[config.mk]
export PLATFORM = sky130hd
export DESIGN_NAME = exec_unit_iter
export DESIGN_NICKNAME = d
export VERILOG_FILES = /design/src/rtl/exec_pkg.sv /design/src/rtl/iter_muldiv.sv /design/src/rtl/exec_unit_iter.sv
export SDC_FILE = /design/constraint.sdc
export NUM_CORES = 1
export LEC_CHECK = 0
export CAP_MARGIN = 20
export CORE_ASPECT_RATIO = 0.5
export CORE_MARGIN = 8
export CORE_UTILIZATION = 45
export DETAILED_ROUTE_END_ITERATION = 7
export PLACE_DENSITY_LB_ADDON = 0.3
export SYNTH_ARGS = -nofsm -noshare
export SYNTH_HDL_FRONTEND = slang
export SYNTH_SLANG_ARGS = --single-unit
export TNS_END_PERCENT = 5
[constraint.sdc]
create_clock -name clk -period 11.2 [get_ports clk]
set_input_delay 1.12 -clock clk [delete_from_list [all_inputs] [get_ports clk]]
set_output_delay 1.12 -clock clk [all_outputs]
set_load 0.02 [all_outputs]
[src/rtl/exec_pkg.sv]
// exec_pkg: opcodes, FSM state encoding and the ALU combinational function
// shared by exec_unit_iter and its multiply/divide datapath.
package exec_pkg;

    // Widest operand the ALU function handles; exec_unit_iter left-justifies
    // its WIDTH-bit operands into this width so one function serves all widths.
    localparam int MAX_W = 64;

    localparam logic [3:0] OP_ADD   = 4'd0;
    localparam logic [3:0] OP_SUB   = 4'd1;
    localparam logic [3:0] OP_AND   = 4'd2;
    localparam logic [3:0] OP_OR    = 4'd3;
    localparam logic [3:0] OP_XOR   = 4'd4;
    localparam logic [3:0] OP_NOR   = 4'd5;
    localparam logic [3:0] OP_SLT   = 4'd6;
    localparam logic [3:0] OP_SLL   = 4'd7;
    localparam logic [3:0] OP_SRL   = 4'd8;
    localparam logic [3:0] OP_SRA   = 4'd9;
    localparam logic [3:0] OP_MULTU = 4'd10;
    localparam logic [3:0] OP_DIVU  = 4'd11;

    typedef enum logic [1:0] {
        ST_IDLE  = 2'd0,
        ST_SHIFT = 2'd1,
        ST_MUL   = 2'd2,
        ST_DIV   = 2'd3
    } state_t;

    typedef struct packed {
        logic [MAX_W-1:0] result;
        logic             overflow;
    } alu_out_t;

    // Operands arrive left-justified (real bits at the top, pad zeros below),
    // so the sign bit and carry-out of the WIDTH-bit operation sit at bit
    // MAX_W-1 and signed overflow / SLT fall out of plain 64-bit arithmetic.
    // The returned result is right-aligned: bits above WIDTH are zero.
    function automatic alu_out_t alu_fn(input logic [3:0]       op,
                                        input logic [MAX_W-1:0] a,
                                        input logic [MAX_W-1:0] b,
                                        input int               pad);
        alu_out_t         o;
        logic [MAX_W-1:0] r;
        logic             lt;
        o  = '0;
        r  = '0;
        lt = $signed(a) < $signed(b);
        case (op)
            OP_ADD: begin
                r          = a + b;
                o.overflow = (a[MAX_W-1] == b[MAX_W-1]) && (r[MAX_W-1] != a[MAX_W-1]);
            end
            OP_SUB: begin
                r          = a - b;
                o.overflow = (a[MAX_W-1] != b[MAX_W-1]) && (r[MAX_W-1] != a[MAX_W-1]);
            end
            OP_AND:  r = a & b;
            OP_OR:   r = a | b;
            OP_XOR:  r = a ^ b;
            OP_NOR:  r = ~(a | b);
            default: r = '0;
        endcase
        if (op == OP_SLT) begin
            o.result = {{(MAX_W-1){1'b0}}, lt};
        end else begin
            o.result = r >> pad;
        end
        return o;
    endfunction

endpackage

[src/rtl/iter_muldiv.sv]
// iter_muldiv: shared shift register datapath for unsigned shift-add multiply
// and unsigned restoring divide, WIDTH iterations per operation.
// hi/lo present the value the registers take on the current step; the parent
// samples them in the cycle finish is high (the last iteration).
module iter_muldiv
    import exec_pkg::*;
#(
    parameter int WIDTH = 32
) (
    input  logic             clk,
    input  logic             reset,
    input  logic             go,
    input  logic             is_div,
    input  logic [WIDTH-1:0] a,
    input  logic [WIDTH-1:0] b,
    output logic [WIDTH-1:0] hi,
    output logic [WIDTH-1:0] lo,
    output logic             finish
);

    localparam int CW = $clog2(WIDTH) + 1;

    // hi_r: partial product / partial remainder; lo_r: multiplier / quotient.
    // opd_r holds the multiplicand for MULTU and the divisor for DIVU.
    logic [WIDTH-1:0] hi_r, lo_r, opd_r;
    logic             div_r;
    logic [CW-1:0]    cnt;
    logic [WIDTH:0]   sum, rem_sh, trial;

    // One iteration of either algorithm.
    always_comb begin
        sum    = {1'b0, hi_r} + (lo_r[0] ? {1'b0, opd_r} : '0);
        rem_sh = {hi_r, lo_r[WIDTH-1]};
        trial  = rem_sh - {1'b0, opd_r};
        if (div_r) begin
            if (!trial[WIDTH]) begin
                hi = trial[WIDTH-1:0];
                lo = {lo_r[WIDTH-2:0], 1'b1};
            end else begin
                hi = rem_sh[WIDTH-1:0];
                lo = {lo_r[WIDTH-2:0], 1'b0};
            end
        end else begin
            hi = sum[WIDTH:1];
            lo = {sum[0], lo_r[WIDTH-1:1]};
        end
    end

    assign finish = (cnt == CW'(1));

    // Load on go, then iterate while the counter is non-zero.
    always_ff @(posedge clk or negedge reset) begin
        if (!reset) begin
            hi_r  <= '0;
            lo_r  <= '0;
            opd_r <= '0;
            div_r <= 1'b0;
            cnt   <= '0;
        end else if (go) begin
            hi_r  <= '0;
            lo_r  <= is_div ? a : b;
            opd_r <= is_div ? b : a;
            div_r <= is_div;
            cnt   <= CW'(WIDTH);
        end else if (cnt != '0) begin
            hi_r <= hi;
            lo_r <= lo;
            cnt  <= cnt - CW'(1);
        end
    end

endmodule

[src/rtl/exec_unit_iter.sv]
// exec_unit_iter: ALU, shift, MULTU and DIVU execution unit with a
// start/busy/done handshake.
// Build option: EXEC_FAST_SHIFT_EN replaces the 1-bit/cycle shifter with a
// combinational barrel shifter so shifts finish like single-cycle ops.
//
// Handshake: start is sampled only while busy is low (FSM in IDLE); the edge
// that samples start=1 accepts the op and captures op/operands/shamt. busy is
// high from the next cycle until the cycle before done. done is a one-cycle
// pulse, coincident with the FSM being back in IDLE, during which result,
// hi/lo and flags are valid and a new start may already be presented.
// Flags update on every done except for reserved opcodes; zero is only
// meaningful for ALU/shift ops and reads 0 after MULTU/DIVU.
module exec_unit_iter
    import exec_pkg::*;
#(
    parameter int WIDTH = 32,
    parameter int SHW   = $clog2(WIDTH)
) (
    input  logic             clk,
    input  logic             reset,
    input  logic             start,
    input  logic [3:0]       op,
    input  logic [WIDTH-1:0] src_a,
    input  logic [WIDTH-1:0] src_b,
    input  logic [SHW-1:0]   shamt,
    output logic             busy,
    output logic             done,
    output logic [WIDTH-1:0] result,
    output logic [WIDTH-1:0] hi,
    output logic [WIDTH-1:0] lo,
    output logic             overflow,
    output logic             zero,
    output logic             div0
);

    localparam int PAD = MAX_W - WIDTH;

    state_t           state, state_next;
    alu_out_t         alu_o;
    logic             alu_zero;
    logic             done_next, res_wr, res_ovf, res_zero, md_wr, dz_wr, md_go;
    logic [WIDTH-1:0] res_val, md_hi, md_lo;
    logic             md_finish;

`ifdef EXEC_FAST_SHIFT_EN
    logic [WIDTH-1:0] shift_fast;
`else
    logic             sh_load;
    logic [WIDTH-1:0] sh_val, sh_step;
    logic [SHW-1:0]   sh_cnt;
    logic [3:0]       sh_op;
`endif

    // Single-cycle ALU result computed straight from the inputs at accept.
    always_comb begin
        alu_o    = alu_fn(op, MAX_W'(src_a) << PAD, MAX_W'(src_b) << PAD, PAD);
        alu_zero = (alu_o.result == '0);
    end

`ifdef EXEC_FAST_SHIFT_EN
    // Barrel shifter used at accept time.
    always_comb begin
        case (op)
            OP_SLL:  shift_fast = src_b << shamt;
            OP_SRL:  shift_fast = src_b >> shamt;
            default: shift_fast = $signed(src_b) >>> shamt;
        endcase
    end
`else
    // One-bit step of the iterative shifter; SRA replicates the MSB.
    always_comb begin
        case (sh_op)
            OP_SLL:  sh_step = sh_val << 1;
            OP_SRL:  sh_step = sh_val >> 1;
            default: sh_step = {sh_val[WIDTH-1], sh_val[WIDTH-1:1]};
        endcase
    end
`endif

    iter_muldiv #(.WIDTH(WIDTH)) u_md (
        .clk    (clk),
        .reset  (reset),
        .go     (md_go),
        .is_div (op == OP_DIVU),
        .a      (src_a),
        .b      (src_b),
        .hi     (md_hi),
        .lo     (md_lo),
        .finish (md_finish)
    );

    // FSM state register.
    always_ff @(posedge clk or negedge reset) begin
        if (!reset) begin
            state <= ST_IDLE;
        end else begin
            state <= state_next;
        end
    end

    // Next state and per-cycle register-write controls.
    always_comb begin
        state_next = state;
        done_next  = 1'b0;
        res_wr     = 1'b0;
        res_val    = '0;
        res_ovf    = 1'b0;
        res_zero   = 1'b0;
        md_wr      = 1'b0;
        dz_wr      = 1'b0;
        md_go      = 1'b0;
`ifndef EXEC_FAST_SHIFT_EN
        sh_load    = 1'b0;
`endif
        case (state)
            ST_IDLE: begin
                if (start) begin
                    done_next = 1'b1;
                    if (op <= OP_SLT) begin
                        res_wr   = 1'b1;
                        res_val  = alu_o.result[WIDTH-1:0];
                        res_ovf  = alu_o.overflow;
                        res_zero = alu_zero;
                    end else if (op == OP_SLL || op == OP_SRL || op == OP_SRA) begin
`ifdef EXEC_FAST_SHIFT_EN
                        res_wr   = 1'b1;
                        res_val  = shift_fast;
                        res_zero = (shift_fast == '0);
`else
                        if (shamt == '0) begin
                            res_wr   = 1'b1;
                            res_val  = src_b;
                            res_zero = (src_b == '0);
                        end else begin
                            done_next  = 1'b0;
                            sh_load    = 1'b1;
                            state_next = ST_SHIFT;
                        end
`endif
                    end else if (op == OP_MULTU) begin
                        done_next  = 1'b0;
                        md_go      = 1'b1;
                        state_next = ST_MUL;
                    end else if (op == OP_DIVU) begin
                        if (src_b == '0) begin
                            dz_wr = 1'b1;
                        end else begin
                            done_next  = 1'b0;
                            md_go      = 1'b1;
                            state_next = ST_DIV;
                        end
                    end
                    // reserved opcodes: done only, nothing else written
                end
            end
`ifndef EXEC_FAST_SHIFT_EN
            ST_SHIFT: begin
                if (sh_cnt == SHW'(1)) begin
                    res_wr     = 1'b1;
                    res_val    = sh_step;
                    res_zero   = (sh_step == '0);
                    done_next  = 1'b1;
                    state_next = ST_IDLE;
                end
            end
`endif
            ST_MUL, ST_DIV: begin
                if (md_finish) begin
                    md_wr      = 1'b1;
                    done_next  = 1'b1;
                    state_next = ST_IDLE;
                end
            end
            default: state_next = ST_IDLE;
        endcase
    end

`ifndef EXEC_FAST_SHIFT_EN
    // Iterative shifter: capture at accept, one bit per cycle in SHIFT.
    always_ff @(posedge clk or negedge reset) begin
        if (!reset) begin
            sh_val <= '0;
            sh_cnt <= '0;
            sh_op  <= '0;
        end else if (sh_load) begin
            sh_val <= src_b;
            sh_cnt <= shamt;
            sh_op  <= op;
        end else if (state == ST_SHIFT) begin
            sh_val <= sh_step;
            sh_cnt <= sh_cnt - SHW'(1);
        end
    end
`endif

    // Output registers: result/hi/lo/flags persist until the next done.
    always_ff @(posedge clk or negedge reset) begin
        if (!reset) begin
            done     <= 1'b0;
            result   <= '0;
            hi       <= '0;
            lo       <= '0;
            overflow <= 1'b0;
            zero     <= 1'b0;
            div0     <= 1'b0;
        end else begin
            done <= done_next;
            if (res_wr) begin
                result   <= res_val;
                overflow <= res_ovf;
                zero     <= res_zero;
                div0     <= 1'b0;
            end
            if (md_wr) begin
                hi       <= md_hi;
                lo       <= md_lo;
                overflow <= 1'b0;
                zero     <= 1'b0;
                div0     <= 1'b0;
            end
            if (dz_wr) begin
                overflow <= 1'b0;
                zero     <= 1'b0;
                div0     <= 1'b1;
            end
        end
    end

    assign busy = (state != ST_IDLE);

endmodule

# == Word-level counts from Yosys, hierarchy flattened ==
# Index checks and enable logic that the tools add are counted.
# totals
inputBits,76
ff_bits,246
output_inout_bits,101
word_cells,162
# op_classes
reduce_logical,17
order_cmp,2
bitwise_logic,4
n_mux,88
add_sub_neg,6
n_eq_ne,29
# op_table
cell,count
$mux 32,18
$pmux 64 s6,1
$pmux 32 s2,2
$add 64x64->64,1
$and 64x64->64,1
$logic_not 32->1,2
$logic_not 64->1,1
$lt 64x64->1,1
$not 64->64,1
$or 64x64->64,1
$sub 64x64->64,1
$xor 64x64->64,1
$mux 1,49
$add 32x33->33,1
$sub 33x32->33,1
$eq 4x3->1 const B,5
$eq 4x4->1 const B,5
$mux 2,9
$mux 6,2
$mux 5,2
$eq 4x2->1 const B,2
$ne 2x2->1 const B,4
$reduce_and 7->1,1
$eq 6x1->1 const B,1
24 further kinds,33

# == Depth between registers and ports, before layout ==
# Gate-level depths: netlist of the first run.
# logic_depth
word_depth,11
ltp_mapped,17
ltp_nobuf,15

# == Cells and area by module ==
# From an unflattened synthesis of the first run, not the netlist that was laid out.
# hier_totals
hier_cells,2694
hier_area_um2,22577.9
# modules_own_cells
mod,seq_area_each_um2,cells_per_inst,instances,area_each_um2
exec_unit_iter,3578.4,1560,1,12921.1
iter_muldiv,2577.5,1134,1,9656.8

# == Least setup slack after synthesis of the first run ==
# No wires, ideal clock.
# synth_timing
kind,input -> register
from,input src_b[1]
to,register zero
arrival_time_ps,4388
path_stages,13
t_required_ps,11108
setup_slack_ps,6720
setup_time_ps,92
path_buffers,0
cell_sequence,inv_1 -> ha_1 -> a211oi_1 -> o311ai_2 -> a22oi_2 -> a2111oi_4 -> o41ai_2 -> o311ai_0 -> nand2b_1 -> o211ai_1 -> or4_1 -> or4_1 -> o31ai_2
# synth_via
elab_chain_len,11
elab_cells_between_ends,27
cone_classes,add/sub: 2; order compare: 1; mux: 17; bitwise: 4; reduce/logical: 3
# synth_rtl
item,line,source
start: declaration,exec_unit_iter.sv:24,"input logic [WIDTH-1:0] src_b,"
branches (longest 11 deep; another with $sub 64x64->64),-,
end signal: assignment,exec_unit_iter.sv:211,zero <= res_zero;
end: declaration,exec_unit_iter.sv:32,"output logic zero,"
# Several ways; the timed one is not identified. The select of a mux whose other input is x is not followed.
# A chain may end at the register's enable or synchronous reset.

# == Worst setup path in the final report of the first run ==
# layout_timing
from,input src_b[7]
to,register zero
# Same word-level chain as after synthesis.

==> run_results.csv, run 1 <==
group,metric,value,unit
outcome,status,"complete, no violations",
clock_tree,clock_path_buffers,3,
hold_path,min_path_type,"reg -> reg",
timing,tightest_slew,1110,ps
clock_tree,cts_tree,"yes",
clock_tree,cts.clk_slew.worst_paths,70,ps
global_routing,first_global_vias,21000,
power,power_density,94.2,mW/mm^2
clock_tree,cts_root_buf,"clkbuf_16",
worst_setup_path,r2r-end,"hi[28]$_DFFE_PN0P_",
cells_and_area,area_growth,14.5,%
timing,fin_skew,13.6,ps
cells_and_area,multi_input_area,0.0144,sq mm
synth,avgSynthCellArea,7.77,sq um
worst_setup_path,crit_chain,"clkdlybuf4s50_1 -> inv_1 -> ha_1 -> or4_1 -> a211oi_2 -> a211oi_2 -> o21ba_1 -> o21ai_0 -> a21oi_1 -> a211oi_1 -> and4_1 -> nand4_1 -> or4_1 -> o31ai_2",
route,drc_errors,0,
synth,synthesis.nets,3053,
synth,yosysTopAreaCell,"dfrtp_1",
route,num_vias,22600,
synth,synth_adder_area_share,0.103,
synth,synth-seq-area-share,0.283,
timing,finalHoldViolations,0,
power,p_leak,11.1,nW
synth,synth-simple-area-share,0.190,
clock_tree,cts.repair.resized,0,
power,ir_worst_vdd,105,uV
worst_setup_path,endpoint_kind,"flip-flop",
clock_tree,numCtsBuffers,26,
worst_setup_path,crit_path_max_incr_delay,600,ps
synth,synthFlopType,"dfrtp_1",
synth,synth_top_area_share,0.283,
timing,fmax,184,MHz
worst_setup_path,worstPathArrival,5910,ps
synth,syn_area,0.0218,sq mm
worst_setup_path,cp_slowest_cell,"or4_1",
cells_and_area,fill_cells,4644,
synth,synth_xor_area_frac,0.0266,
synth,ys_async_sr_fraction,1.00,
timing,whs,474,ps
synth,syn_inst,2800,
floorplanning,dieArea,0.0561,sq mm
route,wl_per_cell,24.2,microns
synth,ys_top_cells_by_count,"342 x nand2_1, 284 x a21oi_1, 251 x o21ai_0, 246 x dfrtp_1, 234 x nor2_1",
synth,yosys.cell_count.top_type,"nand2_1",
hold_path,min_from,"hi[12]$_DFFE_PN0P_",
route,ant_nets,0,
worst_setup_path,worst_ep_required_time,11690,ps
synth,synth_edf_count,0,
synth,synth_compound_area_frac,0.295,
worst_setup_path,path_class,"in -> reg",
floorplanning,start_util,0.452,
synth,yosysWarnings,0,
route,vias_per_cell,6.41,
synth,synth_area_leaders,"dfrtp_1 28%, ha_1 9.9%, a21oi_1 6.5%, nand2_1 5.9%, o21ai_0 5.8%",
timing,tns,0,ps
synth,ys_ff_latch,246,
place,port_buffers,176,
worst_setup_path,r2r_cells,16,
global_routing,antenna_found_initial,12,
worst_setup_path,crit_path_start,"src_b[7]",
timing,maxSlewViolCount,0,
floorplanning,fp.dieW,327,microns
route,first_iter_violations,2950,
cells_and_area,nNetsFinal,3110,
synth,synth_top_family_by_area,"compound AO/OA/AOI/OAI gates",
timing,rsz0062_at_grt,"no",
cells_and_area,drive_gt1_frac,0.0452,
cells_and_area,seq_area,0.00616,sq mm
timing,fin_crit_sh,0.484,
route,firstDrtPassIters,6,
timing,slew_headroom,0.258,
flow_run,cap_violations,0,
global_routing,grt_usage,0.292,
worst_setup_path,r2r_slack,5990,ps
floorplanning,rows,57,
timing,setup_viol,0,
global_routing,grt_pass1_wl,129,mm
synth,synthMuxAreaShare,0.0445,
place,routabilityCongestion,0.994,
timing,layout_min_cycle_time,5420,ps
worst_setup_path,endpoint,"zero$_DFFE_PN0P_",
floorplanning,core-area,0.0481,sq mm
worst_setup_path,r2r-start,"u_md.lo_r[31]$_DFFE_PN0P_",
global_routing,overflow,0,
global_routing,grt_max_degree,115,
floorplanning,die_y,171,microns
clock_tree,clock_latency,570,ps
worst_setup_path,crit_path_start_kind,"input port",
clock_tree,ctsHoldBuffers,0,
place,dp_hpwl,64.0,mm
clock_tree,cts_htree_levels,1,
floorplanning,ios,177,
clock_tree,post_cts_buffers,0,
synth,yosysUniqueCellTypes,88,
worst_setup_path,worstPathMaxFanout,15,
clock_tree,cts.sinks,246,
route,routed_wl,85.3,mm
-- stage by stage --
stage | instance area [sq um] | std cells | utilization | worst slack [ps] | total power [mW]
final | 24900 | 3527 | 0.518 | 5780 | 2.35
after CTS | 24900 | 3522 | 0.517 | 5910 | 2.33
after global placement | 23900 | 3477 | 0.497 | 5390 | 1.35
after floorplan | 21800 | 2800 | - | 6720 | 1.16
after detailed placement | 23900 | 3477 | 0.497 | 5310 | 1.35
after global routing | 24900 | 3526 | 0.518 | 5540 | 2.42
-- layout by cell type, fill, tap and decap left out, types with 20 or more instances in the layout --
| cell type | netlist | routed |
|---|---|---|
| and2_1 | 39 | 39 |
| o211ai_1 | 83 | 83 |
| xor2_1 | 21 | 21 |
| mux2i_1 | 90 | 90 |
| a211oi_1 | 46 | 46 |
| o21bai_1 | 20 | 20 |
| a21oi_1 | 284 | 284 |
| clkbuf_16 | 0 | 26 |
| nand2_1 | 342 | 341 |
| dfrtp_1 | 246 | 245 |
| a21o_1 | 30 | 30 |
| clkdlybuf4s50_1 | 0 | 173 |
| buf_4 | 2 | 30 |
| nand4_1 | 29 | 29 |
| inv_1 | 152 | 152 |
| nor2_1 | 234 | 233 |
| xnor2_1 | 45 | 44 |
| and3_1 | 20 | 20 |
| o21ai_0 | 251 | 251 |
| o31ai_1 | 37 | 37 |
| ha_1 | 173 | 173 |
| o221ai_1 | 45 | 45 |
| nand2b_1 | 28 | 27 |
| nor2b_1 | 27 | 26 |
| nor4_1 | 24 | 22 |
| nor3_1 | 40 | 39 |
| a22oi_1 | 25 | 25 |
| nand3_1 | 45 | 43 |
-- flip-flops by register name, summed over array words and instances, names as in the netlist, 2 cells and up --
register	count
hi	32
lo	32
result	32
sh_val	32
u_md.hi_r	32
u_md.lo_r	32
u_md.opd_r	32
u_md.cnt	6
sh_cnt	5
sh_op	4
state	2
-- layout make-up --
type,count,area share
Antenna cell,4,0.000402
Sequential cell,246,0.247
Multi-Input combinational cell,2224,0.578
Clock inverter,9,0.00984
Clock buffer,36,0.0288
Timing Repair Buffer,207,0.0797
Inverter,152,0.0229
Tap cell,649,0.0326
-- how the worst min path moves through the flow --
stage / to / slack (ps) / depth (start not counted)
2_1_floorplan: sh_cnt[4]$_DFFE_PN0P_ / 450 / 1
3_3_place_gp: hi[5]$_DFFE_PN0P_ / 460 / 2
5_1_grt: lo[30]$_DFFE_PN0P_ / 500 / 2
6_report: hi[12]$_DFFE_PN0P_ / 470 / 2
4_1_cts: hi[12]$_DFFE_PN0P_ / 480 / 2
3_5_place_dp: hi[13]$_DFFE_PN0P_ / 470 / 2
-- worst max-delay path: cells and delay by family --
| kind | cells | cell delay [ps] |
|---|---|---|
| buffers and inverters | 2 | 740 |
| and+or+nand+nor | 4 | 1570 |
| adders and majority gates | 1 | 510 |
| AOI/OAI and AO/OA | 7 | 1970 |
-- report_power, final --
group          switching, mW  internal [mW]  total, mW  leakage [nW]
clock                  0.377          0.609      0.986         0.465
sequential                 0          0.889      0.889          3.18
combinational          0.328          0.144      0.472          7.48
total                  0.705           1.64       2.35          11.1
-- cells by family after synthesis --
| group | count (synthesis) |
|---|---|
| compound gates | 990 |
| xor+xnor | 66 |
| fa+ha+maj | 177 |
| buf+inv | 330 |
| flops | 246 |
| mux | 95 |
| simple gates | 896 |
-- metal layers --
metal	routed length [microns]	vias up	global-route usage
li1	-	10300	-
met1	38600	10900	0.431
met2	35100	1198	0.423
met3	9140	173	0.0659
met4	2410	10	0.0805
met5	63	-	0
Note: power is estimated with default switching activity, not from simulation.
==> run 2: changes to the inputs <==
clock period = 4.4 ns   (was 11.2 ns; I/O delays follow)
==> run_results.csv, run 2 (synthesis gave the netlist of run 1 again) <==
group,metric,value,unit
worst_setup_path,crit_path_start_kind,"input port",
power,p_leak,13.0,nW
outcome,status,"complete, but fails checks",
worst_setup_path,r2r_slack,330,ps
global_routing,overflow,0,
floorplanning,rows,57,
worst_setup_path,worst_ep_required_time,4870,ps
route,wl_per_cell,23.9,microns
clock_tree,cts.clk_slew.worst_paths,70,ps
floorplanning,dieArea,0.0561,sq mm
clock_tree,cts.sinks,246,
route,vias_per_cell,6.08,
power,power_density,226,mW/mm^2
cells_and_area,fin_util,0.579,
worst_setup_path,endpoint_kind,"flip-flop",
timing,worst_slack,24.7,ps
timing,tightest_slew,1040,ps
timing,setup_viol,0,
floorplanning,core-area,0.0481,sq mm
floorplanning,fp.dieW,327,microns
floorplanning,start_util,0.452,
timing,rsz0062_at_grt,"yes",
route,num_vias,23700,
floorplanning,die_y,171,microns
place,routabilityCongestion,0.991,
route,routed_wl,93.3,mm
timing,tns,0,ps
timing,layout_min_cycle_time,4380,ps
cells_and_area,drive_gt1_frac,0.160,
timing,whs,-35.5,ps
global_routing,grt_pass1_wl,138,mm
place,placed_cell_area,0.0269,sq mm
place,port_buffers,176,
cells_and_area,stdcell_count,3905,
worst_setup_path,worstPathMaxFanout,3,
place,dp_hpwl,73.5,mm
clock_tree,post_cts_buffers,0,
clock_tree,ctsHoldBuffers,0,
global_routing,grt_usage,0.318,
worst_setup_path,path_class,"in -> reg",
clock_tree,cts_tree,"yes",
hold_path,min_path_type,"in -> async",
global_routing,first_global_vias,22400,
timing,maxSlewViolCount,0,
outcome,violations,"negative hold slack",
route,first_iter_violations,3071,
cells_and_area,nNetsFinal,3489,
worst_setup_path,r2r_cells,17,
cells_and_area,final_area,0.0279,sq mm
route,ant_nets,0,
worst_setup_path,worstPathArrival,4850,ps
clock_tree,cts_root_buf,"clkbuf_16",
global_routing,antenna_found_initial,4,
clock_tree,cts_htree_levels,1,
clock_tree,numCtsBuffers,25,
route,firstDrtPassIters,6,
clock_tree,clock_path_buffers,3,
power,totalPowerFinal,6.30,mW
cells_and_area,area_growth,28.1,%
timing,fin_crit_sh,0.994,
cells_and_area,final_common_cell,"buf_4",
place,pre_cts_ws,-662,ps
timing,fin_skew,13.3,ps
timing,slew_headroom,0.300,
flow_run,cap_violations,0,
clock_tree,clock_latency,560,ps
place,placedCellCount,3858,
global_routing,grt_max_degree,131,
floorplanning,ios,177,
power,ir_worst_vdd,275,uV
cells_and_area,layout_common_cells,"404 x buf_4, 341 x nand2_1, 283 x a21oi_1",
timing,finalHoldViolations,19,
route,drc_errors,0,
timing,fmax,229,MHz
## run 2: repair_timing
action | in CTS | in global routing
resized for setup | 1 | 12
endpoints found under the setup margin | 1 | 11
gates cloned | 0 | 0
## run 2: power breakdown
part,leakage (nW),internal (mW),switching (mW)
Combinational,9.38,0.674,0.964
Sequential,3.18,2.26,0
Clock,0.457,1.46,0.944
## run 2: area by class of cell
cell class                 count  area, sq um
antenna                        2         5.00
tap                          649          812
multi-input combinational   2224        14500
timing repair buffer         587         4930
fill                        4486        20300
sequential                   246         6160
inverter                     152          571
clock inverter                11          198
clock buffer                  34          729
## run 2: layer usage
layer | track usage | up-vias | share of wire
li1 | - | 11100 | -
met1 | 0.468 | 11400 | 0.46
met2 | 0.451 | 1130 | 0.39
met3 | 0.103 | 131 | 0.12
met4 | 0.0662 | 4 | 0.023
met5 | 0 | - | 0.00023
## run 2: worst paths after layout
check                                     startpoint                     to
setup / recovery                            src_b[2]       zero$_DFFE_PN0P_
hold / removal                                 reset  result[1]$_DFFE_PN0P_
setup reg to reg           u_md.lo_r[31]$_DFFE_PN0P_      hi[3]$_DFFE_PN0P_
hold reg to reg                   hi[18]$_DFFE_PN0P_     hi[18]$_DFFE_PN0P_
max in group asynchronous                      reset         done$_DFF_PN0_
min in group clk                               op[3]   sh_op[3]$_DFFE_PN0P_
## run 2: worst max-delay path, cell delays in order
cell and delay (ps):
clkdlybuf4s50_1 480, inv_1 70, buf_4 130, ha_1 230, o311ai_1 500, buf_4 200, nand2_1 50, a311o_1 380
a31o_2 260, a32oi_1 500, nand4_1 250, nor4_1 400, nand4_1 180, or4_1 560, o31ai_2 200
